### src/rtl/hazard_fwd_unit_pkg.sv
// hazard_fwd_unit_pkg: shared slot type, forwarding constants and select-width helper.
package hazard_fwd_unit_pkg;
   localparam int DEST_MAX = 8;
   localparam int FWD_RF = 0;
   typedef struct packed {
      logic valid;
      logic wbEn;
      logic [DEST_MAX-1:0] dest;
      logic memRead;
   } slot_t;
   function automatic int selWidth(input int depth);
      return $clog2(depth + 1);
   endfunction
endpackage

### src/rtl/hazard_fwd_match.sv
// hazard_fwd_match: priority matcher of one source register against the in-flight slots.
module hazard_fwd_match
   import hazard_fwd_unit_pkg::*;
#(
   parameter int DEPTH = 3,
   parameter int REG_W = 4,
   parameter int LOAD_LAT = 1,
   parameter int SEL_W = selWidth(DEPTH)
) (
   input  slot_t            slots [DEPTH],
   input  logic [REG_W-1:0] src,
   input  logic             srcEn,
   input  logic             fwdEn,
   output logic [SEL_W-1:0] sel,
   output logic             hazard
);
   logic found;
   // Youngest producer wins; in legacy mode the WB slot is covered by the write-first register file.
   always_comb begin
      sel = SEL_W'(FWD_RF);
      hazard = 1'b0;
      found = 1'b0;
      for (int i = 0; i < DEPTH; i++) begin
         if (!found && srcEn && slots[i].valid && slots[i].wbEn && slots[i].dest == DEST_MAX'(src)) begin
            found = 1'b1;
            if (!fwdEn) hazard = (i < DEPTH - 1);
            else if (slots[i].memRead && i < LOAD_LAT) hazard = 1'b1;
            else sel = SEL_W'(i + 1);
         end
      end
   end
endmodule

### src/rtl/hazard_fwd_unit.sv
// hazard_fwd_unit: in-flight writeback scoreboard driving forwarding selects, load-use and multi-cycle stalls.
module hazard_fwd_unit
   import hazard_fwd_unit_pkg::*;
#(
   parameter int REG_W = 4,
   parameter int DEPTH = 3,
   parameter int LOAD_LAT = 1,
   parameter int MULTI_LAT = 4,
   parameter int SEL_W = selWidth(DEPTH)
) (
   input  logic             clk,
   input  logic             rst,
   input  logic             fwd_en,
   input  logic             id_valid,
   input  logic [REG_W-1:0] id_rn,
   input  logic [REG_W-1:0] id_rm,
   input  logic             id_two_src,
   input  logic             id_wb_en,
   input  logic [REG_W-1:0] id_dest,
   input  logic             id_mem_read,
   input  logic             id_multi,
   input  logic             flush,
   output logic             stall,
   output logic [SEL_W-1:0] fwd_sel_a,
   output logic [SEL_W-1:0] fwd_sel_b,
   output logic             ex_busy,
   output logic [31:0]      stall_cycles
);
   localparam int CNT_W = $clog2(MULTI_LAT + 1);
   slot_t slotQ [DEPTH];
   slot_t idSlot;
   logic [CNT_W-1:0] busyCnt;
   logic hazA, hazB, accept;

   hazard_fwd_match #(.DEPTH(DEPTH), .REG_W(REG_W), .LOAD_LAT(LOAD_LAT), .SEL_W(SEL_W)) matchA (
      .slots(slotQ), .src(id_rn), .srcEn(1'b1), .fwdEn(fwd_en), .sel(fwd_sel_a), .hazard(hazA)
   );
   hazard_fwd_match #(.DEPTH(DEPTH), .REG_W(REG_W), .LOAD_LAT(LOAD_LAT), .SEL_W(SEL_W)) matchB (
      .slots(slotQ), .src(id_rm), .srcEn(id_two_src), .fwdEn(fwd_en), .sel(fwd_sel_b), .hazard(hazB)
   );

   assign idSlot = '{valid: 1'b1, wbEn: id_wb_en, dest: DEST_MAX'(id_dest), memRead: id_mem_read};
   assign ex_busy = busyCnt != '0;
   assign stall = hazA | hazB | ex_busy;
   assign accept = id_valid & ~stall & ~flush;

   // While busy the multi-cycle op stays in EX and bubbles drain into the next slot.
   always_ff @(posedge clk or negedge rst) begin
      if (!rst) begin
         for (int i = 0; i < DEPTH; i++) slotQ[i] <= '0;
         busyCnt <= '0;
         stall_cycles <= '0;
      end else begin
         slotQ[0] <= ex_busy ? slotQ[0] : accept ? idSlot : '0;
         for (int i = 1; i < DEPTH; i++) slotQ[i] <= (ex_busy && i == 1) ? '0 : slotQ[i-1];
         busyCnt <= ex_busy ? busyCnt - 1'b1 : (accept && id_multi) ? CNT_W'(MULTI_LAT - 1) : '0;
         if (stall && ~&stall_cycles) stall_cycles <= stall_cycles + 32'd1;
      end
   end
endmodule

### config.mk
export PLATFORM = sky130hd
export DESIGN_NAME = hazard_fwd_unit
export DESIGN_NICKNAME = d
export VERILOG_FILES = /design/src/rtl/hazard_fwd_unit_pkg.sv /design/src/rtl/hazard_fwd_match.sv /design/src/rtl/hazard_fwd_unit.sv
export SDC_FILE = /design/constraint.sdc
export NUM_CORES = 1
export LEC_CHECK = 0
export CORE_MARGIN = 4
export CORE_UTILIZATION = 40
export CTS_CLUSTER_SIZE = 8
export DETAILED_ROUTE_END_ITERATION = 10
export GPL_TIMING_DRIVEN = 0
export PLACE_DENSITY = 0.66
export SLEW_MARGIN = 30
export SYNTH_ARGS = -nofsm -noshare
export SYNTH_HDL_FRONTEND = slang
export SYNTH_SLANG_ARGS = --single-unit
### constraint.sdc
create_clock -name clk -period 2.9 [get_ports clk]
set_input_delay 0.58 -clock clk [delete_from_list [all_inputs] [get_ports clk]]
set_output_delay 0.58 -clock clk [all_outputs]
set_load 0.03 [all_outputs]
## Word level (Yosys, flattened, before mapping)

Index checks and enable logic that the tools add are counted.

- Output and inout port bits: 38
- Word-level logic and storage cells: 86
- Register bits: 66
- Bits of input ports: 21

- Equal/unequal tests: 6
- $add $sub $neg: 2
- Bitwise logic cells: 6
- Reduce and logical (&&, ||, !) cells: 28
- Mux-type cells: 32

Operator list:

| cell | count |
|---|---|
| 8-bit by 4-bit == test with 1-bit output | 6 |
| 32-bit by 1-bit adder with 32-bit output, second input constant | 1 |
| 32-bit AND reduction | 1 |
| 2-bit two-way mux | 12 |
| 11-bit two-way mux | 2 |
| 1-bit logical AND | 21 |
| 1-bit two-way mux | 17 |
| 1-bit zero test | 5 |
| 3-bit two-way mux | 1 |
| 3-bit nonzero test | 1 |
| 3-bit by 1-bit subtractor with 3-bit output, second input constant | 1 |
| 1-bit bitwise AND | 2 |
| 1-bit inverter | 2 |
| 1-bit OR | 2 |

## Logic depth before layout (Yosys ltp)

Gate-level depths: netlist of run 1.

- Word-level depth: 24
- Gate-level depth with buffers: 10
- Mapped depth without buffers: 8

## Cells and area by module

Synthesis of run 1 repeated with hierarchy kept, for this count alone.

- Cells, all modules: 267
- Area, all modules: 2890.3 µm²

By module, submodules not included:

| module | cells an instance | area each (µm²) | seq. area each (µm²) | times used |
|---|---|---|---|---|
| hazard_fwd_unit | 201 | 2402.3 | 1401.3 | 1 |
| hazard_fwd_match | 33 | 244.0 | 0.0 | 2 |

## Least setup slack after synthesis of run 1

OpenSTA, ideal clock, no wires.

- Kind: register to register
- Start point: register stall_cycles[0]
- End point: register stall_cycles[26]
- Cell stages (with the launch flop): 9
- Data required time: 2.775 ns
- Library setup time: 0.125 ns
- Arrival time: 2.151 ns
- Clock period less this slack: 2.275 ns
- Slack: 0.625 ns
- Buffers on the path: 1
- Cells stage by stage: dfrtp_1 -> ha_1 -> and3_1 -> and3_1 -> clkbuf_1 -> nand4_1 -> a21oi_1 -> nand3_1 -> mux2_2

- Cells in the longest elaborated chain, start to end: 3
- Elaborated cells between the ends (all ways): 4
- Classes of those cells: add/sub (1); reduce/logical (3)

RTL lines:

| item | line | RTL |
|---|---|---|
| from (decl) | hazard_fwd_unit.sv:27 | `output logic [31:0] stall_cycles` |
| from (signal assigned) | hazard_fwd_unit.sv:57 | `if (stall && ~&stall_cycles) stall_cycles <= stall_cycles + 32'd1;` |
| parallel branches: the longest is 3 deep, another holds 32-bit by 1-bit adder with 32-bit output | -- |  |

Several ways; the timed one is not identified.
A chain may end at the register's enable or synchronous reset.

## Worst setup path in the final report of run 1

- Start point: input id_two_src
- End point: output fwd_sel_b[0]

- Cells in the longest elaborated chain, start to end: 16
- Elaborated cells between the ends (all ways): 20
- Classes of those cells: mux (7); reduce/logical (13)

RTL lines:

| item | line | RTL |
|---|---|---|
| from (decl) | hazard_fwd_unit.sv:17 | `input logic id_two_src,` |
| 1-bit logical AND (3 in series) | hazard_fwd_match.sv:24 | `if (!found && srcEn && slots[i].valid && slots[i].wbEn && slots[i].dest == DEST_MAX'(src)) begin` |
| 1-bit two-way mux | hazard_fwd_match.sv:24 |  |
| 1-bit zero test | hazard_fwd_match.sv:24 |  |
| 1-bit logical AND (4 in series) | hazard_fwd_match.sv:24 |  |
| 1-bit two-way mux | hazard_fwd_match.sv:24 |  |
| 1-bit zero test | hazard_fwd_match.sv:24 |  |
| 1-bit logical AND (4 in series) | hazard_fwd_match.sv:24 |  |
| 2-bit two-way mux (*) | hazard_fwd_match.sv:24 |  |
| to (decl) | hazard_fwd_unit.sv:25 | `output logic [SEL_W-1:0] fwd_sel_b,` |

Every way passes the cells marked *; elsewhere a longest branch is shown, timed or not.

==> flow_summary.json, run 1 <==
{
  "drt-initial-drc-count": 53,
  "ys_seq_area_frac": 0.500,
  "end_kind": "output port",
  "slew_violations": 0,
  "maxCapViolations": 0,
  "grt_pass1_wl_um": 10800,
  "grt_remaining_overflow": 0,
  "drc": 0,
  "yosysWarnings": 0,
  "slew_headroom": 0.680,
  "setup_violations": 0,
  "fin_nets": 338,
  "clk_pin_slew_worst_paths_ns": 0.09,
  "synth.area.top_cells": "dfrtp_1 (50%), xnor2_1 (15%), nand4_1 (4.4%)",
  "fin_util": 0.548,
  "die_w_um": 90.2,
  "grt_pass1_vias": 2201,
  "skew_ns": 0.00812,
  "cts-root-buf": "clkbuf_8",
  "die-area_um2": 8130,
  "cts_tree": "done",
  "grt_setup_unrepaired": "false",
  "crit_path_max_fanout": 3,
  "initial_core_util": 0.418,
  "rows": 29,
  "die_h_um": 90.2,
  "ys_ff_latch": 54,
  "areaGrowthSynthToFinish_pct": 31.1,
  "clk_latency_ns": 0.30,
  "status": "complete, no violations",
  "required_ns": 2.32,
  "whs_ns": 0.128,
  "startpoint": "id_two_src",
  "antenna_found_initial": 0,
  "fmax_ghz": 0.367,
  "avgSynthCellArea_um2": 11.0,
  "hold_viol_final": 0,
  "ys_types": 37,
  "r2r-start": "stall_cycles[0]$_DFFE_PN0P_",
  "tns_ns": 0,
  "final_antenna_net_count": 0,
  "dr.pass1.iters": 4,
  "pwr_density_cell_nw_per_um2": 653,
  "synth_area_um2": 2700,
  "h-tree-depth": 2,
  "cts_buffers": 5,
  "coreArea_um2": 6460,
  "path_class": "primary input to output port",
  "drive_gt1_frac": 0.115,
  "antenna_cells": 0,
  "grt.total_usage": 0.162,
  "fin_crit_sh": 0.940,
  "hp-class": "primary input to asynchronous set/reset pin",
  "p_leak_uw": 0.00152,
  "num_vias": 2008,
  "drt-total-wl_um": 6040,
  "avgViaCountPerCell": 5.14,
  "io_buffers": 58,
  "ir_drop_uv": 546,
  "clock-sinks": 54,
  "ios": 59,
  "cp_data_arrival_time_ns": 2.15,
  "cts.path.max_buffers": 2,
  "pre_cts_slack_ns": -0.509,
  "worst_slack_ns": 0.175,
  "period_needed_ns": 2.73,
  "hpwl_um": 4460,
  "syn_nets": 271,
  "synth_cells": 246,
  "synth_top_area_cell": "dfrtp_1",
  "worst_slew_pin_slew_ns": 0.477,
  "place_congestion": 0.771,
  "grt_max_degree": 39,
  "synth_top_area_frac": 0.500,
  "crit_path_start_kind": "primary input",
  "wl_per_cell_um": 15.4
}
## synthesized netlist by cell type
cell / count
a21oi_1: 4
nor4b_1: 1
and2_1: 9
nor2_1: 8
clkinv_1: 1
nand4_1: 19
clkbuf_1: 2
o22ai_1: 1
o221ai_2: 1
a21oi_4: 1
buf_2: 2
nand2_4: 1
nor3b_4: 1
dfrtp_1: 54
o31ai_4: 1
a22o_1: 7
and4_4: 1
or2_2: 2
buf_4: 1
nand3_1: 21
nor3b_1: 1
clkbuf_2: 1
a21o_1: 1
and3_1: 13
o21a_1: 3
and4_1: 3
xnor2_1: 45
xor2_1: 7
nand2_1: 12
o2bb2ai_1: 1
nor3_2: 1
o21ai_0: 1
nand4b_1: 1
ha_1: 4
mux2_2: 2
inv_1: 7
nor3_1: 5
## placed cells by master, fill, tap and decap left out, types with 2 or more instances in the layout
cell type / n
xnor2_2: 3
and2_1: 9
ha_1: 4
dfrtp_1: 54
nand4_1: 19
buf_2: 2
dlygate4sd2_1: 6
clkdlybuf4s15_2: 3
inv_1: 7
clkbuf_1: 3
mux2_2: 2
buf_4: 3
a22o_1: 7
clkbuf_8: 6
or2_2: 2
a21oi_1: 4
xnor2_1: 42
clkdlybuf4s50_1: 43
nand2_1: 12
and4_1: 3
nor3_1: 3
o21a_1: 3
nor2_1: 8
nor3_2: 3
dlymetal6s2s_1: 4
and3_1: 13
nand3_1: 20
xor2_1: 7
## final timing paths
| kind | end | slack (ns) | cells past startpoint |
|---|---|---|---|
| max in group asynchronous | stall_cycles[30]$_DFFE_PN0P_ | 2.30 | 2 |
| setup / recovery | fwd_sel_b[0] | 0.17 | 7 |
| hold / removal | slotQ[10]$_DFF_PN0_ | 0.13 | 1 |
| setup reg to reg | stall_cycles[29]$_DFFE_PN0P_ | 0.40 | 10 |
| hold reg to reg | slotQ[10]$_DFF_PN0_ | 0.40 | 0 |
| min in group clk | slotQ[10]$_DFF_PN0_ | 0.40 | 0 |
## metal layers
| metal | share of wire | vias up | track usage |
|---|---|---|---|
| met5 | 0 | - | 0 |
| met4 | 0.012 | 0 | 0.0434 |
| met3 | 0.059 | 6 | 0.0501 |
| met2 | 0.48 | 49 | 0.275 |
| met1 | 0.45 | 960 | 0.201 |
| li1 | - | 993 | - |
## state kept, by name (all words and copies together) (netlist names)
signal	count
busyCnt	3
slotQ	19
stall_cycles	32
## through the flow
step	total power [uW]	cells	cell area, um^2
final	2310	391	3540
after global routing	2470	391	3540
after CTS	2330	391	3510
after detailed placement	1900	382	3390
after global placement	1880	381	3380
after floorplan	1570	246	2700
## timing repair
action                     CTS  global route
hold buffers                 0             0
setup endpoints to repair    6             4
setup buffers                1             0
pin swaps                    1             3
gates cloned                 0             0
resized for setup           22            10
## final cells by class
type / instances / area, um^2
Timing Repair Buffer: 60 / 609
Buffer: 6 / 30.0
Fill cell: 594 / 2920
Multi-Input combinational cell: 178 / 1330
Tap cell: 77 / 96.3
Clock buffer: 7 / 86.3
Sequential cell: 54 / 1350
Clock inverter: 1 / 5.00
Inverter: 8 / 30.0
## power by group
part           switching, uW  internal [uW]
Combinational            484            367
Clock                    240            193
Sequential               141            888
## logic make-up (layout without fill, tap and decap cells)
logic type,count (synthesis),in the layout,share of synthesized area
AO/OA/AOI/OAI,21,21,0.0681
flip-flops,54,54,0.500
AND/OR/NAND/NOR,99,99,0.214
buffers and inverters,14,82,0.0222
XOR/XNOR,52,52,0.169
adder cells (fa/ha/maj),4,4,0.0185
multiplexers,2,2,0.00834
## worst max-delay path, cell delays in order
cell             delay (ns)
clkdlybuf4s50_1        0.49
and3_1                 0.18
nand2_1                0.07
or2_2                  0.32
nor4b_2                0.16
o21a_1                 0.17
clkbuf_4               0.17
(Power assumes the default switching activity.)
==> inputs of run 2 (changes only) <==
--- a/config.mk
+++ b/config.mk
@@ -11,7 +11,6 @@
 export DETAILED_ROUTE_END_ITERATION = 10
 export GPL_TIMING_DRIVEN = 0
 export PLACE_DENSITY = 0.66
-export SLEW_MARGIN = 30
 export SYNTH_ARGS = -nofsm -noshare
 export SYNTH_HDL_FRONTEND = slang
 export SYNTH_SLANG_ARGS = --single-unit
==> constraint.sdc (replaced) <==
create_clock -name clk -period 2.6 [get_ports clk]
set_input_delay 0.52 -clock clk [delete_from_list [all_inputs] [get_ports clk]]
set_output_delay 0.52 -clock clk [all_outputs]
set_load 0.03 [all_outputs]
==> run 2 against run 1 <==
Sequential share of layout area barely moved. Worst hold slack improved by 0.0029 ns. Sequential cell count did not move. Global-route usage rose by 0.20 points. Register-to-register slack got worse by 0.15 ns. Die area did not move. Clock-buffer cell count did not move. Critical path depth rose by 1. Routed wire length rose by 1.1%. First-iteration DRC count fell by 32%. Clock skew barely moved. Non-clock buffer count rose by 3. Critical path type unchanged. Critical endpoint is now stall. Largest cell class unchanged. Largest power group unchanged. Highest routed layer unchanged.
==> flow_summary.json, run 2 (synthesis gave the netlist of run 1 again) <==
{
  "final_antenna_net_count": 0,
  "place_congestion": 0.771,
  "die_w_um": 90.2,
  "hp-class": "primary input to asynchronous set/reset pin",
  "hpwl_um": 4460,
  "fin_nets": 341,
  "drt-initial-drc-count": 36,
  "crit_path_max_fanout": 3,
  "h-tree-depth": 2,
  "dr.pass1.iters": 4,
  "multi_input_area_um2": 1330,
  "crit_path_start_kind": "primary input",
  "whs_ns": 0.131,
  "io_buffers": 58,
  "final_common_cell": "dfrtp_1",
  "maxCapViolations": 0,
  "clk_pin_slew_worst_paths_ns": 0.10,
  "grt_pass1_wl_um": 10900,
  "skew_ns": 0.00838,
  "num_vias": 2053,
  "die-area_um2": 8130,
  "cp_data_arrival_time_ns": 1.99,
  "worst_slack_ns": 0.0855,
  "clock-sinks": 54,
  "cts_buffers": 5,
  "grt.total_usage": 0.164,
  "pwr_density_cell_nw_per_um2": 739,
  "reg2reg_slack_ns": 0.25,
  "setup_violations": 0,
  "avgViaCountPerCell": 5.21,
  "antenna_found_initial": 0,
  "reg_top3": "stall_cycles x32, slotQ x19, busyCnt x3",
  "n_fill_cell": 590,
  "period_needed_ns": 2.51,
  "antenna_cells": 0,
  "grt_remaining_overflow": 0,
  "reg2reg_to": "stall_cycles[29]$_DFFE_PN0P_",
  "path_class": "primary input to output port",
  "pre_cts_slack_ns": -0.666,
  "hold_viol_final": 0,
  "fin_crit_sh": 0.967,
  "ios": 59,
  "placed_cells": 382,
  "status": "complete, no violations",
  "drt-total-wl_um": 6100,
  "slew_violations": 0,
  "drc": 0,
  "drive_gt1_frac": 0.126,
  "grt_pass1_vias": 2234,
  "tns_ns": 0,
  "r2r-start": "stall_cycles[0]$_DFFE_PN0P_",
  "layout_common_cells": "dfrtp_1 (54), xnor2_1 (43), clkdlybuf4s50_1 (42), nand3_1 (21), nand4_1 (19)",
  "clk_latency_ns": 0.31,
  "end_kind": "output port",
  "p_leak_uw": 0.00151,
  "areaGrowthSynthToFinish_pct": 31.0,
  "die_h_um": 90.2,
  "wl_per_cell_um": 15.5,
  "grt_setup_unrepaired": "false",
  "slew_headroom": 0.681,
  "largest_reg_flops": 32,
  "seqCellArea_um2": 1350,
  "cts.path.max_buffers": 2,
  "required_ns": 2.08,
  "ir_drop_uv": 675,
  "rows": 29,
  "regMostFlops": "stall_cycles",
  "fin_util": 0.548,
  "coreArea_um2": 6460,
  "cts_tree": "done",
  "worst_slew_pin_slew_ns": 0.478,
  "fmax_ghz": 0.398,
  "cts-root-buf": "clkbuf_8",
  "stdcell_count": 394,
  "initial_core_util": 0.418,
  "grt_max_degree": 39,
  "ff2ff_path_depth": 10
}
-- run 2: cell types whose count changed in the layout (fill, tap and decap cells not counted), moves of 2 or more --
cell / previous run / this run
dlymetal6s2s_1: 4 / 1
dlygate4sd2_1: 6 / 10
buf_4: 3 / 6
buf_2: 2 / 4
clkdlybuf4s15_2: 3 / 1
-- run 2: worst max-delay path by stage --
stage,start,endpoint,slack (ns),depth (start not counted)
after floorplan,stall_cycles[0]$_DFFE_PN0P_,stall_cycles[26]$_DFFE_PN0P_,0.32,8
after global placement,rst,stall_cycles[10]$_DFFE_PN0P_,-0.66,1
after global routing,id_rn[1],stall,0.004,8
final,id_rn[1],stall,0.09,8
after CTS,id_two_src,fwd_sel_b[0],0.002,7
after detailed placement,id_rm[3],fwd_sel_b[0],-0.67,7
-- run 2: critical path, cell delays in order --
cell and delay, ns:
dlygate4sd2_1 0.29, xnor2_1 0.20, nand3_1 0.16, buf_4 0.17, o221ai_2 0.22, o31ai_4 0.13, nand2_4 0.10, buf_2 0.20
-- run 2: final cells by class --
class | instances | share of cell area
tap | 77 | 0.0272
buffer | 6 | 0.00919
timing repair buffer | 63 | 0.171
inverter | 8 | 0.00884
clock inverter | 1 | 0.00141
sequential | 54 | 0.382
multi-input combinational | 178 | 0.376
clock buffer | 7 | 0.0244
-- run 2: repair_timing --
| action | in CTS | in global routing |
|---|---|---|
| buffers inserted | 2 | 2 |
| setup endpoints to repair | 9 | 25 |
| gates resized for setup | 31 | 9 |
| hold buffers | 0 | 0 |
| pin swaps | 3 | 2 |
-- run 2: metrics by stage --
step | total power (uW) | instance area, um^2
finish | 2620 | 3540
global route | 2790 | 3540
CTS | 2620 | 3520
detailed placement | 2110 | 3390
global placement | 2100 | 3380
floorplan | 1750 | 2700
-- run 2: metal layers --
| metal | up-vias | GRT usage | part of all wire |
|---|---|---|---|
| met5 | - | 0 | 0 |
| met4 | 0 | 0.0574 | 0.013 |
| met3 | 8 | 0.0509 | 0.061 |
| met2 | 51 | 0.261 | 0.48 |
| met1 | 996 | 0.212 | 0.45 |
| li1 | 998 | - | - |
-- run 2: power breakdown --
group | switching, uW | total (uW) | internal [uW] | leakage [uW]
logic | 552 | 985 | 432 | 0.000732
registers | 158 | 1150 | 990 | 0.000727
clock network | 268 | 483 | 216 | 0.0000482
total | 977 | 2620 | 1640 | 0.00151
==> inputs of run 3 (changes only) <==
--- a/config.mk
+++ b/config.mk
@@ -11,6 +11,8 @@
 export DETAILED_ROUTE_END_ITERATION = 10
 export GPL_TIMING_DRIVEN = 0
 export PLACE_DENSITY = 0.66
+export SKIP_CTS_REPAIR_TIMING = 1
 export SYNTH_ARGS = -nofsm -noshare
 export SYNTH_HDL_FRONTEND = slang
 export SYNTH_SLANG_ARGS = --single-unit
+export TNS_END_PERCENT = 100
==> run 3 against run 2 <==
The run now ends with setup timing left. Final cell count is 0.25% lower. Setup slack worse by 0.099 ns. Utilization is 0.37 points higher. Worst hold slack worse by 0.0033 ns. Clock skew is 0.0022 ns higher. Die area stayed put. Global-route usage is 0.15 points lower. Critical endpoint is now fwd_sel_b[0]. Largest power group unchanged.
==> flow_summary.json, run 3 (synthesis gave the netlist of run 1 again) <==
{
  "regMostFlops": "stall_cycles",
  "skew_ns": 0.0105,
  "die-area_um2": 8130,
  "hpwl_um": 4460,
  "p_leak_uw": 0.00157,
  "hp-class": "primary input to asynchronous set/reset pin",
  "dr.max_layer_used": "met4",
  "drt-initial-drc-count": 39,
  "power.internal_uw": 1650,
  "place_area_um2": 3390,
  "hold_viol_final": 0,
  "end_kind": "output port",
  "cts-root-buf": "clkbuf_8",
  "pre_cts_slack_ns": -0.666,
  "dr.pass1.iters": 4,
  "wl_met2_um": 2930,
  "clock-sinks": 54,
  "ir_drop_uv": 671,
  "reg_top3": "stall_cycles x32, slotQ x19, busyCnt x3",
  "grt_max_degree": 39,
  "layout_common_cells": "dfrtp_1 (54), xnor2_1 (43), clkdlybuf4s50_1 (43), nand3_1 (21), nand4_1 (19)",
  "cp_data_arrival_time_ns": 2.09,
  "drive_gt1_frac": 0.127,
  "worst-path-buf-inv": 2,
  "die_w_um": 90.2,
  "fin_nets": 340,
  "critPathTopFamily": "simple AND/OR/NAND/NOR gates",
  "required_ns": 2.08,
  "worstPathCellList": "clkdlybuf4s50_1, and3_4, nand2_1, or2_2, nor4b_2, o21a_1, buf_2",
  "fin_area_um2": 3560,
  "cts_buffers": 5,
  "wl_per_cell_um": 15.4,
  "place_congestion": 0.771,
  "largest_reg_flops": 32,
  "period_needed_ns": 2.61,
  "crit_path_start_kind": "primary input",
  "violations": "setup timing",
  "tns_ns": -0.0133,
  "initial_core_util": 0.418,
  "drc": 0,
  "areaGrowthSynthToFinish_pct": 31.9,
  "final_common_cell": "dfrtp_1",
  "slew_violations": 0,
  "clk_latency_ns": 0.31,
  "io_buffers": 58,
  "wl_met1_um": 2760,
  "num_vias": 2029,
  "comb_power_share": 0.378,
  "status": "finished with violations",
  "setup_violations": 1,
  "rows": 29,
  "met3_length_um": 315,
  "switchingPower_uw": 976,
  "grt_pass1_wl_um": 10900,
  "drt-total-wl_um": 6060,
  "maxCapViolations": 0,
  "grt.total_usage": 0.163,
  "worst_slew_pin_slew_ns": 0.491,
  "final_antenna_net_count": 0,
  "crit_path_max_fanout": 3,
  "cts.path.max_buffers": 2,
  "coreArea_um2": 6460,
  "path_class": "primary input to output port",
  "cp.depth": 7,
  "grt_pass1_vias": 2215,
  "swShare": 0.372,
  "p_seq_frac": 0.438,
  "ff2ff_path_depth": 10,
  "grt_remaining_overflow": 0,
  "slew_headroom": 0.673,
  "avgViaCountPerCell": 5.16,
  "clk_pin_slew_worst_paths_ns": 0.10,
  "die_h_um": 90.2,
  "antenna_cells": 0,
  "clockPowerShare": 0.184,
  "pwr_density_cell_nw_per_um2": 736,
  "fin_crit_sh": 1.01,
  "cts_tree": "done",
  "worst_slack_ns": -0.0133,
  "slowest_stage": "clkdlybuf4s50_1",
  "ios": 59,
  "h-tree-depth": 2,
  "slowest_delay_ns": 0.50,
  "fmax_ghz": 0.383,
  "grt_setup_unrepaired": "true",
  "antenna_found_initial": 0
}
run 3: area by class of cell:
type | instances | area, um^2
Clock inverter | 1 | 5.00
Sequential cell | 54 | 1350
Timing Repair Buffer | 62 | 623
Multi-Input combinational cell | 178 | 1330
Tap cell | 77 | 96.3
Inverter | 8 | 33.8
Buffer | 6 | 32.5
Clock buffer | 7 | 86.3
Fill cell | 577 | 2900
run 3: worst paths after layout:
check / startpoint / end / slack, ns
max: id_two_src / fwd_sel_b[0] / -0.01
min: rst / stall_cycles[22]$_DFFE_PN0P_ / 0.13
max reg2reg: stall_cycles[0]$_DFFE_PN0P_ / stall_cycles[29]$_DFFE_PN0P_ / 0.24
min reg2reg: slotQ[21]$_DFF_PN0_ / slotQ[10]$_DFF_PN0_ / 0.40
max in group asynchronous: rst / stall_cycles[30]$_DFFE_PN0P_ / 1.94
min in group clk: slotQ[21]$_DFF_PN0_ / slotQ[10]$_DFF_PN0_ / 0.40
run 3: routing by layer:
layer | global-route usage | up-vias
met2 | 0.261 | 45
li1 | - | 998
met5 | 0 | -
met4 | 0.0548 | 0
met1 | 0.209 | 979
met3 | 0.0501 | 7
run 3: power groups by stage:
stage	clock network [uW]	registers (uW)	logic [uW]
6_report	483	1150	991
5_1_grt	539	1170	1090
4_1_cts	504	1140	960
3_5_place_dp	0	1160	955
3_3_place_gp	0	1160	937
2_1_floorplan	0	1230	529
run 3: stage by stage:
step	util	total power, uW	cells	hold WS [ns]
2_1_floorplan	-	1750	246	0.224
3_3_place_gp	0.523	2100	381	0.386
3_5_place_dp	0.525	2110	382	0.385
4_1_cts	0.539	2610	390	0.130
5_1_grt	0.552	2800	393	0.154
6_report	0.552	2620	393	0.128
